### src/rtl/traffic_ctrl_nphase.sv
// N-phase traffic signal controller: green/yellow/all-red cycling plus flashing-yellow mode.
// Define TRAFFIC_DEMAND_SKIP_EN to enable demand-driven phase skipping and green hold.
module traffic_ctrl_nphase #(
    parameter int unsigned N_PHASES          = 2,
    parameter int unsigned GREEN_CYCLES      = 30,
    parameter int unsigned YELLOW_CYCLES     = 5,
    parameter int unsigned RED_RED_CYCLES    = 2,
    parameter int unsigned FLASH_HALF_CYCLES = 8000000
) (
    input  logic                clk,
    input  logic                rst,
    input  logic                mode_switch,
    input  logic [N_PHASES-1:0] det,
    output logic [N_PHASES-1:0] red,
    output logic [N_PHASES-1:0] yellow,
    output logic [N_PHASES-1:0] green,
    output logic [2:0]          phase,
    output logic                flashing
);

    localparam int unsigned MAX_A = (GREEN_CYCLES > YELLOW_CYCLES) ? GREEN_CYCLES : YELLOW_CYCLES;
    localparam int unsigned MAX_B = (RED_RED_CYCLES > FLASH_HALF_CYCLES) ?
                                    RED_RED_CYCLES : FLASH_HALF_CYCLES;
    localparam int unsigned MAX_D = (MAX_A > MAX_B) ? MAX_A : MAX_B;
    localparam int unsigned TW    = $clog2(MAX_D + 1);

    localparam logic [TW-1:0] T_GREEN  = TW'(GREEN_CYCLES);
    localparam logic [TW-1:0] T_YELLOW = TW'(YELLOW_CYCLES);
    localparam logic [TW-1:0] T_RR     = TW'(RED_RED_CYCLES);
    localparam logic [TW-1:0] T_FLASH  = TW'(FLASH_HALF_CYCLES);
    localparam logic [TW-1:0] T_ONE    = TW'(1);
    localparam logic [2:0]    P_LAST   = 3'(N_PHASES - 1);

    typedef enum logic [1:0] {S_GREEN, S_YELLOW, S_ALLRED, S_FLASH} state_e;

    state_e                state_q, state_d;
    logic [TW-1:0]         timer_q, timer_d;
    logic [2:0]            p_q, p_d;
    logic [N_PHASES-1:0]   demand_q, demand_d;
    logic                  flash_on_q, flash_on_d;

    logic [N_PHASES-1:0]   p_oh;
    logic [2:0]            p_next;

    always_comb begin
        for (int i = 0; i < int'(N_PHASES); i++) begin
            p_oh[i] = (p_q == 3'(i));
        end
    end

`ifdef TRAFFIC_DEMAND_SKIP_EN
    logic [2*N_PHASES-1:0] dem_dbl;
    logic [N_PHASES-1:0]   dem_rot;
    logic [3:0]            cand;
    logic                  found;
    logic                  other_dem;

    // dem_rot[k] is the demand of phase (p+1+k) mod N; lowest k wins.
    always_comb begin
        dem_dbl   = {demand_q, demand_q} >> (4'(p_q) + 4'd1);
        dem_rot   = dem_dbl[N_PHASES-1:0];
        cand      = 4'd0;
        found     = 1'b0;
        for (int k = int'(N_PHASES) - 1; k >= 0; k--) begin
            if (dem_rot[k]) begin
                cand  = 4'(k);
                found = 1'b1;
            end
        end
        cand = 4'(p_q) + 4'd1 + cand;
        if (cand >= 4'(N_PHASES)) begin
            cand = cand - 4'(N_PHASES);
        end
        p_next    = found ? cand[2:0] : ((p_q == P_LAST) ? 3'd0 : p_q + 3'd1);
        other_dem = |(demand_q & ~p_oh);
    end
`else
    always_comb begin
        p_next = (p_q == P_LAST) ? 3'd0 : p_q + 3'd1;
    end
`endif

    always_comb begin
        state_d    = state_q;
        timer_d    = timer_q;
        p_d        = p_q;
        flash_on_d = flash_on_q;
        // Clearing the served phase wins over a simultaneous detector hit.
        demand_d   = (demand_q | det) & ~((state_q == S_GREEN) ? p_oh : '0);

        if (state_q != S_FLASH && !mode_switch) begin
            state_d    = S_FLASH;
            timer_d    = T_FLASH;
            flash_on_d = 1'b1;
        end else begin
            unique case (state_q)
                S_GREEN: begin
                    if (timer_q <= T_ONE) begin
`ifdef TRAFFIC_DEMAND_SKIP_EN
                        if (other_dem) begin
                            state_d = S_YELLOW;
                            timer_d = T_YELLOW;
                        end else begin
                            timer_d = '0;
                        end
`else
                        state_d = S_YELLOW;
                        timer_d = T_YELLOW;
`endif
                    end else begin
                        timer_d = timer_q - T_ONE;
                    end
                end
                S_YELLOW: begin
                    if (timer_q <= T_ONE) begin
                        state_d = S_ALLRED;
                        timer_d = T_RR;
                    end else begin
                        timer_d = timer_q - T_ONE;
                    end
                end
                S_ALLRED: begin
                    if (timer_q <= T_ONE) begin
                        state_d = S_GREEN;
                        timer_d = T_GREEN;
                        p_d     = p_next;
                    end else begin
                        timer_d = timer_q - T_ONE;
                    end
                end
                S_FLASH: begin
                    if (mode_switch) begin
                        state_d    = S_ALLRED;
                        timer_d    = T_RR;
                        p_d        = P_LAST;
                        flash_on_d = 1'b0;
                    end else if (timer_q <= T_ONE) begin
                        timer_d    = T_FLASH;
                        flash_on_d = ~flash_on_q;
                    end else begin
                        timer_d = timer_q - T_ONE;
                    end
                end
                default: state_d = S_ALLRED;
            endcase
        end
    end

    always_ff @(posedge clk or posedge rst) begin
        if (rst) begin
            state_q    <= S_ALLRED;
            timer_q    <= T_RR;
            p_q        <= P_LAST;
            demand_q   <= '0;
            flash_on_q <= 1'b0;
        end else begin
            state_q    <= state_d;
            timer_q    <= timer_d;
            p_q        <= p_d;
            demand_q   <= demand_d;
            flash_on_q <= flash_on_d;
        end
    end

    always_comb begin
        red      = '0;
        yellow   = '0;
        green    = '0;
        flashing = 1'b0;
        phase    = p_q;
        unique case (state_q)
            S_GREEN: begin
                green = p_oh;
                red   = ~p_oh;
            end
            S_YELLOW: begin
                yellow = p_oh;
                red    = ~p_oh;
            end
            S_ALLRED: red = '1;
            S_FLASH: begin
                yellow   = flash_on_q ? '1 : '0;
                flashing = 1'b1;
            end
            default: red = '1;
        endcase
    end

endmodule

### config.mk
export PLATFORM = sky130hd
export DESIGN_NAME = traffic_ctrl_nphase
export DESIGN_NICKNAME = d
export VERILOG_FILES = /design/src/rtl/traffic_ctrl_nphase.sv
export SDC_FILE = /design/constraint.sdc
export NUM_CORES = 1
export LEC_CHECK = 0
export ABC_AREA = 1
export BUFFER_PORTS_ARGS = -buffer_cell sky130_fd_sc_hd__buf_2
export CORE_UTILIZATION = 45
export CTS_CLUSTER_SIZE = 10
export DETAILED_ROUTE_END_ITERATION = 16
export GPL_ROUTABILITY_DRIVEN = 0
export PLACE_DENSITY = 0.71
export SLEW_MARGIN = 20
export SYNTH_ARGS = -nofsm -noshare
export SYNTH_HDL_FRONTEND = slang
export SYNTH_SLANG_ARGS = --single-unit
### constraint.sdc
create_clock -name clk -period 2.42 [get_ports clk]
set_clock_uncertainty 0.15 [all_clocks]
set_input_delay 0.242 -clock clk [delete_from_list [all_inputs] [get_ports clk]]
set_output_delay 0.242 -clock clk [all_outputs]
set_load 0.03 [all_outputs]
; Word-level counts from Yosys, hierarchy flattened
; Index checks and enable logic that the tools add are counted.
[totals]
reg_bits = 29
in_bits = 5
out_inout_bits = 10
[classes]
add_sub_neg = 2
order_cmp = 1
eq_ne = 11
mux = 26
n_bitwise = 3
reduce_logical = 11
[ops]
columns = op, count
row1 = $mux W23, 6
row2 = $pmux W23 S4, 1
row3 = $le A23 B1 Y1 const B, 1
row4 = $sub A23 B1 Y23 const B, 1
row5 = $mux W2, 7
row6 = $mux W3, 3
row7 = $ne A3 B3 Y1 const B, 3
row8 = $pmux W2 S2, 2
row9 = $pmux W2 S4, 1
row10 = $reduce_and A4 Y1, 2
row11 = $ne A2 B2 Y1 const B, 3
row12 = $pmux W3 S2, 1
row13 = $mux W1, 5
row14 = $eq A2 B2 Y1 const B, 2
row15 = $reduce_bool A2 Y1, 2
row16 = $add A3 B1 Y3 const B, 1
row17 = $eq A3 B1 Y1 const B, 1
row18 = $logic_not A3 Y1, 1
row19 = $ne A3 B1 Y1 const B, 1
row20 = $reduce_bool A3 Y1, 1
row21 = $eq A2 B1 Y1 const B, 1
row22 = $logic_not A2 Y1, 1
row23 = $not A1 Y1, 2
row24 = $not A2 Y2, 1
row25 = 4 further kinds, 4

; Depth between registers and ports, before layout
; Gate-level depths: netlist of the first run.
[depth]
word_depth = 5
ltp_mapped = 10
depth_no_buf = 10

; Worst setup path after synthesis of the first run
; OpenSTA, ideal clock, no wires.
[synth_path]
kind = reg2out
start = reg p_q[0], in the netlist phase[0]
end = out yellow[1]
arrival_time_ns = 1.662
required_ns = 2.028
setup_slack_ns = 0.366
stages_incl_launch_ff = 5
n_path_buf = 0
path_cell_list = dfstp_2 > inv_1 > nor3_1 > inv_1 > o21ai_0
[synth_via]
elab_chain_len = 2
[synth_rtl]
columns = element, line
row1 = from (decl), 38  ; logic [2:0] p_q, p_d;
row2 = from (signal assigned), 159  ; p_q <= p_d;
row3 = $eq A3 B1 Y1, 47  ; p_oh[i] = (p_q == 3'(i));
row4 = $pmux W2 S2, 171  ; unique case (state_q)
row5 = to (decl), 15  ; output logic [N_PHASES-1:0] yellow,
; Every way passes these cells.

; Worst setup path after layout of the first run
[layout_path]
start = reg state_q[1]
end = out yellow[0]
[layout_via]
elab_chain_len = 2
word_cells_on_any_way = 3
cone_classes = eq/ne (2) / mux (1)
[layout_rtl]
columns = element, line
row1 = from (decl), 36  ; state_e state_q, state_d;
row2 = from (signal assigned), 157  ; state_q <= state_d;
row3 = $eq A2 B2 Y1 or $eq A2 B1 Y1 (tied branches), 171
row4 = $pmux W2 S2 (*), 171
; Mark *: on every way between the ends. The rest lies on a longest branch, timed or not.

==> results.py, run 1 <==
metrics = {
    "setup_path": {
        "crit_path_top_delay_cell": "dfstp_2",
        "cp_data_required_time_ns": 2.03,
        "critPathArrivalTime_ns": 1.63,
        "r2r_slack_ns": 0.59,
        "critical_path.max_stage_delay_ns": 0.58,
        "worstSetupStartpointType": "flip-flop",
        "critical_path_buf_inv_count": 2,
        "crit_path_end_kind": "primary output",
        "path_class": "flip-flop to primary output",
        "critical-path-top-delay-family": "flip-flops",
        "path_cells": "nand2_1, inv_1, nand2_1, o21ai_0, buf_2",
        "crit_top_cell": "nand2_1",
        "crit_fanout": 7,
    },
    "sta": {
        "rsz0062_at_grt": "false",
        "period_share_pct": 83.5,
        "max_slew.worst_pin.slew_ns": 0.367,
        "whs_ns": 0.0115,
        "setup_tns_ns": 0,
        "finalHoldViolCount": 0,
        "max_slew_margin_pct": 75.5,
        "fmax_mhz": 495,
        "layout_min_cycle_time_ns": 2.02,
        "setup_violations": 0,
        "slew_violations": 0,
    },
    "yosys": {
        "synth.distinct_cells": 24,
        "synthAdderAreaFrac_pct": 1.37,
        "synth-main-ff-cell": "dfrtp_1",
        "synth_top_cell_by_area": "dfrtp_1",
        "synthArstFlopShare_pct": 100,
        "yosysSeqAreaShare_pct": 39.9,
        "yosysWarnings": 0,
        "synth_top_area_share_pct": 35.6,
        "yosys.area_share.simple_pct": 40.2,
        "synth_commonest_cells": "nand2_1 (72), nor2_1 (48), dfrtp_1 (26), inv_1 (26), nand3_1 (15)",
        "ys_ff_latch": 29,
        "synth_top_family_by_area": "simple AND/OR/NAND/NOR gates",
        "synth.avg_cell_area_um2": 7.17,
        "synth_area_leaders": "dfrtp_1 (36%), nand2_1 (15%), nor2_1 (9.9%), inv_1 (5.3%), xor2_1 (4.8%)",
        "synth_edf_count": 0,
        "synth.most_common_cell": "nand2_1",
        "syn_area_um2": 1830,
        "syn_nets": 262,
        "synth.area.mux_share_pct": 0,
        "synth_compound_area_share_pct": 4.86,
        "synth_xor_area_share_pct": 8.15,
        "postSynthCellCount": 255,
    },
    "detailed_routing": {
        "ant_nets": 0,
        "drc": 0,
        "routed_via_density": 4.90,
        "wire_per_inst_um": 11.4,
        "wirelength_mm": 3.72,
        "drtIter0Drc": 64,
        "vias": 1592,
        "dr.pass1.iters": 4,
    },
    "clock_tree": {
        "cts_inserted_buffers": 5,
        "cts_buffer_depth": 2,
        "cts_root_buf": "clkbuf_8",
        "tritoncts": "built",
        "cts_max_level": 2,
        "insertion_delay_ns": 0.29,
        "clk_pin_slew_ns": 0.05,
        "clock-sinks": 29,
        "cts_resized": 0,
    },
    "global_routing": {
        "grtUsageTotal_pct": 21.1,
        "antenna_found_initial": 0,
        "gr-total-overflow": 0,
        "grt_pass1_wl_mm": 6.82,
        "grt_max_degree": 30,
        "grt_pass1_vias": 1591,
    },
    "power": {
        "pwr-share-comb_pct": 48.9,
        "p_clk_share_pct": 17.7,
        "p_leak_nw": 1.09,
        "vdd_drop_max_mv": 0.624,
        "p_int_w": 0.00129,
        "power.density_nw_per_um2": 1160,
        "p_sw_w": 0.00109,
        "swShare_pct": 45.8,
        "pwr-share-seq_pct": 33.4,
    },
    "layout": {
        "nets": 283,
        "final-instance-count-excl-fill": 325,
        "diodes": 0,
        "drive_gt1_share_pct": 15.9,
        "area_delta_synth_final_pct": 12.5,
    },
    "worst_hold_path": {
        "hold_class": "input port to flip-flop",
    },
    "flow_run": {
        "drv_cap": 0,
    },
    "placement": {
        "hpwl_mm": 2.74,
        "dp.cells": 316,
        "io_buffers": 12,
    },
    "outcome": {
        "status": "finished clean",
    },
    "die": {
        "io_pins": 15,
        "fp.dieH_um": 65.7,
        "dieWidth_um": 65.7,
        "start_util_pct": 48.5,
        "die-area_um2": 4320,
        "rows": 22,
        "core_area_um2": 3770,
    },
}
==> layer usage <==
metal	share of wire, %	track usage, %
met1	49	26.4
met2	47	34.3
met3	2.9	4.69
met4	1.6	9.24
met5	0	0
==> final timing paths <==
kind,start,endpoint,cells past startpoint
setup reg to reg,timer_q[7],timer_q[17],8
hold / removal,mode_switch,state_q[1],2
min in group asynchronous,rst,timer_q[7],4
setup / recovery,state_q[1],yellow[0],5
max in group asynchronous,rst,state_q[1],4
hold reg to reg,flash_on_q,flash_on_q,2
==> through the flow <==
stage	setup slack (ns)	utilization (%)	total power [W]	cell area, um^2
3_5_place_dp	0.589	51.9	0.00196	1960
2_1_floorplan	0.366	-	0.00174	1830
3_3_place_gp	0.597	51.9	0.00194	1960
5_1_grt	0.265	54.5	0.00260	2060
4_1_cts	0.405	54.5	0.00238	2060
6_report	0.399	54.5	0.00237	2060
==> sequential cells by signal, indices dropped and copies added, names as in the netlist <==
register,cells
state_q,2
flash_on_q,1
timer_q,23
phase,3
==> power groups by stage <==
stage	logic, W	registers (W)	clock network (W)
after detailed placement	0.00116	0.000800	0
after global placement	0.00114	0.000798	0
after CTS	0.00116	0.000794	0.000425
final	0.00116	0.000793	0.000421
after global routing	0.00134	0.000814	0.000445
after floorplan	0.000948	0.000788	0
==> worst reg2reg max path, stage by stage (launching register included) <==
cell and delay (ns):
dfrtp_1 0.43, nor2_2 0.19, nand2_1 0.11, nor2_1 0.15, nand3_2 0.17, nand3_1 0.19
nand2_1 0.18, nand2_1 0.11, nand2_1 0.05
==> cell usage in the layout, fill, tap and decap left out, drive strengths merged <==
master and count:
nand2 78, nor2 58, inv 27, dfrtp 26, nand3 17, buf 13, xor2 10, o21ai 10
clkbuf 8, a21oi 7, xnor2 7, nand4 5, dfstp 3, nor3 2, or2 2, ha 2
nand3b 1, dlygate4sd3 1
==> kinds of logic after synthesis <==
| family | count (synthesis) |
|---|---|
| AND/OR/NAND/NOR | 163 |
| adder cells (fa/ha/maj) | 2 |
| XOR/XNOR | 17 |
| AO/OA/AOI/OAI | 17 |
| flip-flops | 29 |
| buffers and inverters | 27 |
==> area by class of cell <==
cell class / instances / area (um^2)
Clock buffer: 8 / 90.1
Sequential cell: 29 / 729
Inverter: 27 / 101
Timing Repair Buffer: 14 / 77.6
Fill cell: 370 / 1720
Multi-Input combinational cell: 199 / 997
Tap cell: 48 / 60.1
==> what timing repair did <==
action,in CTS,in global routing
hold buffers,1,0
hold endpoints to repair,26,0
buffers inserted,0,0
(Power assumes the default switching activity.)
==> run 2, diff against run 1 <==
ABC_AREA = 0   (was 1)
PLACE_DENSITY = 0.73   (was 0.71)
clock period = 1.75 ns   (was 2.42 ns; I/O delays follow)
==> run 2 against run 1 <==
The run now ends with setup timing left. Final cell count shrank 12%. First-iteration DRC count grew 6.3%. Clock power grew 32%. Final area grew 27%. Hold slack gained 0.056 ns. Sequential share of layout area shrank 7.5 points. Non-clock buffer count grew 53. Die area shrank 7.2%. Register-to-register slack lost 0.92 ns. Largest power group unchanged.
==> results.py, run 2 <==
metrics = {
    "clock_tree": {
        "cts_buffer_depth": 2,
        "cts_root_buf": "clkbuf_8",
        "tritoncts": "built",
        "cts_max_level": 2,
        "cts_inserted_buffers": 5,
        "clk_pin_slew_ns": 0.07,
        "insertion_delay_ns": 0.29,
        "clock-sinks": 29,
    },
    "die": {
        "io_pins": 15,
        "rows": 21,
        "dieWidth_um": 63.3,
        "core_area_um2": 3470,
        "start_util_pct": 48.8,
        "die-area_um2": 4010,
        "fp.dieH_um": 63.3,
    },
    "yosys": {
        "synth.avg_cell_area_um2": 10.0,
        "synth_top_area_share_pct": 38.4,
        "synth.most_common_cell": "dfrtp_1",
        "synth_edf_count": 0,
        "syn_nets": 176,
        "postSynthCellCount": 169,
        "synth_top_cell_by_area": "dfrtp_1",
        "yosysSeqAreaShare_pct": 43.1,
        "synth_commonest_cells": "dfrtp_1 (26), nor2_1 (18), xnor2_1 (15), nand2_1 (14), nor3_1 (12)",
        "synth.distinct_cells": 48,
        "syn_area_um2": 1690,
        "yosysWarnings": 0,
        "synth_area_leaders": "dfrtp_1 (38%), xnor2_1 (7.8%), dfstp_2 (4.7%), nor2_1 (4.0%), nor4_4 (3.8%)",
        "synth-main-ff-cell": "dfrtp_1",
        "ys_ff_latch": 29,
        "synthArstFlopShare_pct": 100,
    },
    "layout": {
        "final_common_cell": "buf_4",
        "drive_gt1_share_pct": 57.1,
        "nets": 246,
        "design_area_um2": 2610,
        "largest_reg_flops": 23,
        "fill_cells": 216,
        "final_cell_mix": "buf_4 (50), dfrtp_1 (24), xnor2_1 (13)",
        "area_delta_synth_final_pct": 54.3,
        "diodes": 0,
        "largest_register": "timer_q",
    },
    "placement": {
        "io_buffers": 12,
        "placed_area_um2": 2030,
        "hpwl_mm": 2.98,
    },
    "detailed_routing": {
        "vias": 1666,
        "drtIter0Drc": 68,
        "ant_nets": 0,
        "dr.pass1.iters": 4,
        "wire_per_inst_um": 19.5,
        "wirelength_mm": 5.58,
        "routed_via_density": 5.83,
        "drc": 0,
    },
    "global_routing": {
        "gr-total-overflow": 0,
        "antenna_found_initial": 0,
        "grt_pass1_wl_mm": 8.27,
        "grt_pass1_vias": 1755,
        "grtUsageTotal_pct": 27.4,
        "grt_max_degree": 30,
    },
    "worst_hold_path": {
        "hold_start": "mode_switch",
        "hold_class": "input port to flip-flop",
    },
    "setup_path": {
        "r2r-start": "timer_q[19]",
        "crit_path_end_kind": "flip-flop",
        "critPathArrivalTime_ns": 2.12,
        "path_class": "flip-flop to flip-flop",
        "r2r_slack_ns": -0.33,
        "crit_path_start": "timer_q[19]",
        "cp_data_required_time_ns": 1.79,
        "worstSetupStartpointType": "flip-flop",
        "crit_fanout": 6,
    },
    "sta": {
        "slew_violations": 0,
        "max_slew.worst_pin.slew_ns": 0.448,
        "period_share_pct": 119,
        "layout_min_cycle_time_ns": 2.08,
        "layout_setup_ws_ns": -0.333,
        "rsz0062_at_grt": "true",
        "finalHoldViolCount": 0,
        "max_slew_margin_pct": 70.0,
        "fmax_mhz": 480,
        "setup_violations": 35,
    },
    "outcome": {
        "status": "finished, violations left",
        "violations": "setup timing",
    },
    "power": {
        "vdd_drop_max_mv": 0.563,
        "p_total_w": 0.00315,
        "p_leak_nw": 1.15,
        "power.density_nw_per_um2": 1210,
    },
    "flow_run": {
        "drv_cap": 0,
    },
}
[run 2: cell count changes after synthesis, sizes merged, moves of 6 or more]
cell / previous run / this run
a21oi: 7 / 13
inv: 27 / 6
nand2: 78 / 15
nand3: 17 / 1
nor2: 58 / 18
nor3: 2 / 13
nor4: 0 / 6
xnor2: 7 / 15
[run 2: critical path, cell delays in order, from the launching register on]
cell and delay (ns):
dfrtp_1 0.39, or4_4 0.55, nor3_4 0.25, and3_4 0.29
a31oi_1 0.10, a41o_2 0.25
[run 2: metrics by stage]
stage                     setup slack (ns)  TNS [ns]  hold slack [ns]  instances  utilization (%)
final                               -0.333     -7.56           0.0676        286             75.3
after detailed placement            -0.343     -7.60            0.124        256             58.7
after floorplan                     -0.257     -4.14            0.101        169                -
after global routing                -0.395     -9.28           0.0741        286             75.3
after CTS                           -0.270     -5.62           0.0476        279             69.3
after global placement              -0.265     -5.71            0.105        256             58.7
[run 2: what timing repair did]
| item | CTS | global route |
|---|---|---|
| setup endpoints to repair | 36 | 36 |
| hold buffers | 1 | 0 |
| pin swaps | 11 | 14 |
| hold endpoints to repair | 26 | 0 |
| setup buffers | 12 | 7 |
| gates resized for setup | 39 | 40 |
| cloned | 2 | 0 |
[run 2: path summary, 6_finish.rpt]
kind | to | cells after the start
min in group asynchronous | phase[1] | 4
worst min-delay path | state_q[1] | 2
worst min register to register | state_q[1] | 2
max in group asynchronous | timer_q[1] | 4
worst max register to register | phase[2] | 5
worst max-delay path | phase[2] | 5
[run 2: power by group]
part | total [W] | leakage (nW) | switching, W | internal (W)
sequential | 0.000944 | 0.368 | 0.000130 | 0.000815
combinational | 0.00165 | 0.736 | 0.000820 | 0.000833
clock | 0.000557 | 0.0439 | 0.000283 | 0.000274
total | 0.00315 | 1.15 | 0.00123 | 0.00192
[run 2: cells by family after synthesis]
family                     count (synthesis)  synth area share, %
buffers and inverters                     12                 4.66
xor gates and xnor gates                  22                 11.4
DFF                                       29                 43.1
AOI/OAI and AO/OA                         32                 13.7
adders and majority gates                  2                 1.48
and+or+nand+nor                           72                 25.7
[run 2: cell type report]
type | instances | area [um^2] | share of cell area [%]
clock buffers | 5 | 68.8 | 2.63
inverters | 6 | 28.8 | 1.10
repair buffers | 67 | 547 | 20.9
flip-flops and latches | 29 | 732 | 28.0
well taps | 46 | 57.6 | 2.20
clock inverters | 3 | 17.5 | 0.670
multi-input cells | 130 | 1160 | 44.4
[run 2: routing by layer]
metal	vias to the layer above	track usage, %	part of all wire [%]
met5	-	0	0
met3	28	4.35	4.8
li1	746	-	-
met2	58	48.7	53
met1	834	31.8	37
met4	0	12.8	4.6
